[src/rtl/picosoc_mem_ctrl.sv]
// PicoRV32 native-bus to byte-laned synchronous SRAM controller.
// Optional post-reset zero sweep enabled by defining PICOSOC_MEM_CLEAR_EN.
module picosoc_mem_ctrl #(
  parameter int          WORDS     = 256,
  parameter logic [31:0] BASE_ADDR = 32'h0000_0000
) (
  input  logic        clk,
  input  logic        reset,
  input  logic        mem_valid,
  input  logic [31:0] mem_addr,
  input  logic [31:0] mem_wdata,
  input  logic [3:0]  mem_wstrb,
  output logic        mem_ready,
  output logic [31:0] mem_rdata,
  output logic [3:0]  ram_wen,
  output logic [21:0] ram_addr,
  output logic [31:0] ram_wdata,
  input  logic [31:0] ram_rdata,
  output logic        busy
);

  typedef enum logic [1:0] {
    CLEAR  = 2'd0,
    IDLE   = 2'd1,
    ACCESS = 2'd2,
    RESP   = 2'd3
  } state_t;

  // 33-bit window bounds so a region ending at 4 GiB does not wrap
  localparam logic [32:0] LIMIT =
    {1'b0, BASE_ADDR} + (33'(WORDS) << 2);

`ifdef PICOSOC_MEM_CLEAR_EN
  localparam state_t      RST_STATE = CLEAR;
  localparam logic [21:0] LAST_WORD = 22'(WORDS - 1);
`else
  localparam state_t      RST_STATE = IDLE;
`endif

  state_t      r_state;
  state_t      w_next;
  logic        w_hit;
  logic        w_accept;
  logic [21:0] w_idx;
  logic [21:0] r_ram_addr;
  logic [31:0] r_ram_wdata;
  logic [3:0]  r_ram_wen;
  logic        r_rd;

  assign w_hit =
    ({1'b0, mem_addr} >= {1'b0, BASE_ADDR}) &&
    ({1'b0, mem_addr} < LIMIT);
  assign w_idx = 22'((mem_addr - BASE_ADDR) >> 2);
  assign w_accept =
    (r_state == IDLE) && mem_valid && w_hit;

  always_ff @(posedge clk) begin
    if (reset) r_state <= RST_STATE;
    else       r_state <= w_next;
  end

`ifdef PICOSOC_MEM_CLEAR_EN
  logic [21:0] r_clr_cnt;

  always_ff @(posedge clk) begin
    if (reset)
      r_clr_cnt <= '0;
    else if (r_state == CLEAR)
      r_clr_cnt <= r_clr_cnt + 22'd1;
  end
`endif

  always_comb begin
    w_next = r_state;
    unique case (r_state)
      CLEAR: begin
`ifdef PICOSOC_MEM_CLEAR_EN
        if (r_clr_cnt == LAST_WORD) w_next = IDLE;
`else
        w_next = IDLE;
`endif
      end
      IDLE:    if (mem_valid && w_hit) w_next = ACCESS;
      ACCESS:  w_next = RESP;
      RESP:    w_next = IDLE;
      default: w_next = IDLE;
    endcase
  end

  // Request fields are captured only on the accept edge
  always_ff @(posedge clk) begin
    if (reset) begin
      r_ram_addr  <= '0;
      r_ram_wdata <= '0;
      r_ram_wen   <= '0;
      r_rd        <= 1'b0;
    end else if (w_accept) begin
      r_ram_addr  <= w_idx;
      r_ram_wdata <= mem_wdata;
      r_ram_wen   <= mem_wstrb;
      r_rd        <= (mem_wstrb == 4'h0);
    end else if (r_state == ACCESS) begin
      r_ram_wen   <= '0;
    end
  end

  always_comb begin
    mem_ready = (r_state == RESP);
    mem_rdata = '0;
    if ((r_state == RESP) && r_rd)
      mem_rdata = ram_rdata;
    busy      = 1'b0;
    ram_wen   = r_ram_wen;
    ram_addr  = r_ram_addr;
    ram_wdata = r_ram_wdata;
`ifdef PICOSOC_MEM_CLEAR_EN
    // Sweep lanes stay off while reset is still held
    if (r_state == CLEAR) begin
      busy      = 1'b1;
      ram_wen   = reset ? 4'h0 : 4'hF;
      ram_addr  = r_clr_cnt;
      ram_wdata = '0;
    end
`endif
  end

endmodule
[config.mk]
export PLATFORM = sky130hd
export DESIGN_NAME = picosoc_mem_ctrl
export DESIGN_NICKNAME = d
export VERILOG_FILES = /design/src/rtl/picosoc_mem_ctrl.sv
export SDC_FILE = /design/constraint.sdc
export NUM_CORES = 1
export LEC_CHECK = 0
export CAP_MARGIN = 5
export CORE_MARGIN = 2
export CORE_UTILIZATION = 34
export CTS_CLUSTER_DIAMETER = 40
export CTS_CLUSTER_SIZE = 30
export DETAILED_ROUTE_END_ITERATION = 16
export HOLD_SLACK_MARGIN = 0.1
export PLACE_DENSITY = 0.77
export SLEW_MARGIN = 40
export SYNTH_ARGS = -nofsm -noshare
export SYNTH_HDL_FRONTEND = slang
export SYNTH_SLANG_ARGS = --single-unit
[constraint.sdc]
create_clock -name clk -period 1.85 [get_ports clk]
set_clock_uncertainty 0.15 [all_clocks]
set_input_delay 0.37 -clock clk [delete_from_list [all_inputs] [get_ports clk]]
set_output_delay 0.37 -clock clk [all_outputs]
set_load 0.05 [all_outputs]
==> flow_summary.ini <==
[run_status]
status = complete, but fails checks
violations = negative setup slack

[finish]
final_cell_area_um2 = 5760
layout.filler_cells = 525
syn2layout_area_growth_pct = 117
sequential_cell_area_um2 = 1230
fin_nets = 613
multi_input_comb_area_um2 = 1540
layout-drive-gt1-share_pct = 39.1
final_cell_count_no_fill = 615

[placement]
io_buffer_count = 191
cell_count_after_placement = 582
gp_congestion = 0.812
dpl_cell_area_um2 = 4960
post-dp-hpwl_um = 7350

[critical_path]
critPathTopFamily = buffers and inverters
reg2reg_to = r_state[1]$_SDFFE_PP0P_
r2r_cells = 6
cp-startpoint = mem_valid
critPathCaptureType = flop
cells_along_the_critical_path = clkdlybuf4s50_1 > nor4b_4 > buf_4 > nand4_4 > clkbuf_16 > o21ai_1 > a21oi_1
crit_fanout = 8
critPathSlowestCell = sky130_fd_sc_hd__clkdlybuf4s50_1
critical_path_arrival_ns = 1.97
setup.worst_path.class = input port to flop
timing.critical_path.buf_inv = 3
worstPathRequired_ns = 1.90
critical_path.reg2reg.startpoint = r_state[0]$_SDFFE_PP1P_
reg2reg_slack_ns = 0.09
max_stage_delay_ns = 0.45
crit_path_start_kind = input port

[clocking]
clock_insertion_delay_worst_skew_ns = 0.33
post_cts_hold_buffer_count = 0
ctsHtreeMaxLevel = 3
numClockSinks = 61
cts_tree = done
clock_tree.buffer_depth = 2
clk_transition_reported_paths_ns = 0.08
cts-root-buf = sky130_fd_sc_hd__clkbuf_8
cts_bufs_inserted = 9

[timing]
worst_pin_slew_ns = 0.526
setup_repair_after_global_routing_missed_its_margin = true
final.setup.worst_slack_ns = -0.0684
max-slew-margin-rel_pct = 64.9
maximum_operating_frequency_mhz = 521
fin_crit_ns = 1.92
final_setup_violation_count = 74
final_hold_violations = 0
final.period_utilization_pct = 104
drv_slew = 0

[min_path]
worstHoldPathType = flop to flop
hold_path_end = ram_wdata[31]$_SDFFE_PP0P_
holdCritStartpoint = ram_wdata[31]$_SDFFE_PP0P_
whs_path_depth = 2

[yosys]
ys_ff_latch = 61
distinct_cell_type_count_after_synthesis = 29
synth-async-reset-ratio_pct = 0
post_synth_instance_area_um2 = 2660
synth.net_count = 414
post_synth_top_flop = sky130_fd_sc_hd__dfxtp_1
post_synth_inst_count = 308
synth_edf_count = 0
synth_area_per_cell_um2 = 8.63
synth.yosys.warnings = 0
sequential_share_of_the_synthesized_area_pct = 45.9

[route]
met3_wirelength_um = 948
drc = 0
drtPass1Iterations = 4
routed_wl_um = 11700
dr_wl_met2_um = 6040
route.top_layer_used = met4
antenna_left = 0
routed_wire_length_per_instance_um = 19.1
m1WireLength_um = 4460
detail_route.vias_per_cell = 5.38
drt_iter0_markers = 98
routed-via-count = 3306

[floorplan]
die-height_um = 92.4
core_area_um2 = 7650
floorplan.die_area_um2 = 8540
pin_count = 195
floorplan.initialDensity_pct = 34.8
die_w_um = 92.4
rows = 32

[power]
worst_ir_drop_vdd_mv = 0.490
power_density_of_the_placed_cells_nw_per_um2 = 502
power_leakage_nw = 2.32

[grt]
grt_pass1_wl_um = 16000
grt_antenna_before_repair = 1
grt_util_all_layers_pct = 23.7
grt.overflow.total = 0
grt_max_degree = 33
first_global_vias = 3152

[run]
number_of_max_cap_violations = 0
==> worst min-delay path, stage by stage, from the launching register on <==
cell	delay [ns]
sky130_fd_sc_hd__dfxtp_1	0.32
sky130_fd_sc_hd__o21ai_2	0.05
sky130_fd_sc_hd__a21oi_1	0.05
==> cells in the mapped netlist (all sizes together) (2+ instances only) <==
master,count,area [um2]
dfxtp,61,1220
nand4,46,294
a21oi,45,225
o21ai,45,225
and3,32,200
clkbuf,24,90.1
buf,14,97.6
nor3b,14,105
nor4,5,43.8
nor2b,4,25.0
ha,3,37.5
inv,3,11.3
nor2,2,10.0
==> state kept, by name, summed over array words and instances, names as in the netlist <==
register and cells:
ram_wdata 32, ram_addr 22, ram_wen 4, r_state 2, r_rd 1
==> where the power goes <==
part / leakage [nW] / internal [mW] / total (mW) / switching [mW]
Clock: 0.0923 / 0.620 / 1.15 / 0.532
Combinational: 1.74 / 0.248 / 0.419 / 0.171
Sequential: 0.492 / 1.31 / 1.32 / 0.00447
Total: 2.32 / 2.18 / 2.89 / 0.708
==> per-layer routing <==
metal	track usage, %	vias to the layer above
li1	-	1556
met1	25.9	1579
met2	43.0	147
met3	8.14	24
met4	6.84	0
met5	0	-
==> layout make-up <==
cell class | count | share of cell area (%)
inverter | 3 | 0.196
clock inverter | 6 | 1.11
multi-input combinational | 206 | 26.7
timing repair buffer | 226 | 46.1
antenna | 1 | 0.0435
clock buffer | 10 | 2.22
tap | 102 | 2.22
sequential | 61 | 21.3
==> cells by family (layout without fill, tap and decap cells) <==
logic type | count (synthesis) | after routing | share of synthesized area (%)
DFF | 61 | 61 | 45.9
buffers and inverters | 41 | 245 | 7.48
other | 1 | 2 | 0.141
and+or+nand+nor | 109 | 109 | 27.2
adders and majority gates | 3 | 3 | 1.41
AOI/OAI and AO/OA | 93 | 93 | 17.9
==> per-stage QoR <==
stage               hold WS [ns]  setup TNS, ns  power, mW  setup slack, ns  utilization [%]
floorplan                  0.339              0       1.45           0.0843                -
global placement           0.306         -21.50       1.70           -0.381             64.9
detailed placement         0.315         -23.88       1.71           -0.447             64.9
CTS                        0.325         -0.643       2.89          -0.0322             70.5
global route               0.334          -4.95       3.00           -0.112             75.3
finish                     0.317          -1.30       2.89          -0.0684             75.3
==> repair_timing <==
item	CTS	global route
resized for setup	53	70
setup endpoints to repair	93	93
gates cloned	1	8
pin swaps	3	12
buffers inserted	4	3
==> worst max-delay path by stage <==
stage                                 end  slack, ns  depth (start not counted)
3_5_place_dp   ram_wdata[29]$_SDFFE_PP0P_      -0.45                          7
5_1_grt                 r_rd$_SDFFE_PP0P_      -0.11                          7
2_1_floorplan               mem_rdata[10]       0.08                          3
6_report                r_rd$_SDFFE_PP0P_      -0.07                          7
3_3_place_gp      r_state[0]$_SDFFE_PP1P_      -0.38                          6
4_1_cts                     mem_rdata[13]      -0.03                          4
==> placed cells by master (no fill, tap or decap), types with 2 or more instances in the layout <==
master,count
sky130_fd_sc_hd__inv_1,3
sky130_fd_sc_hd__clkbuf_8,9
sky130_fd_sc_hd__o21ai_0,14
sky130_fd_sc_hd__buf_4,67
sky130_fd_sc_hd__clkinv_2,2
sky130_fd_sc_hd__and3_4,32
sky130_fd_sc_hd__dfxtp_1,59
sky130_fd_sc_hd__buf_12,43
sky130_fd_sc_hd__clkinvlp_4,2
sky130_fd_sc_hd__clkbuf_16,6
sky130_fd_sc_hd__o21ai_1,24
sky130_fd_sc_hd__o21ai_2,7
sky130_fd_sc_hd__a21oi_2,3
sky130_fd_sc_hd__buf_2,2
sky130_fd_sc_hd__nor3b_1,14
sky130_fd_sc_hd__nand4_1,45
sky130_fd_sc_hd__a21oi_1,42
sky130_fd_sc_hd__buf_6,9
sky130_fd_sc_hd__clkdlybuf4s50_1,83
sky130_fd_sc_hd__nor4_4,2
sky130_fd_sc_hd__dlymetal6s2s_1,16
sky130_fd_sc_hd__nor4_2,2
sky130_fd_sc_hd__dfxtp_4,2
sky130_fd_sc_hd__nor2b_1,4
No activity file was read; power rests on OpenSTA's default activity.
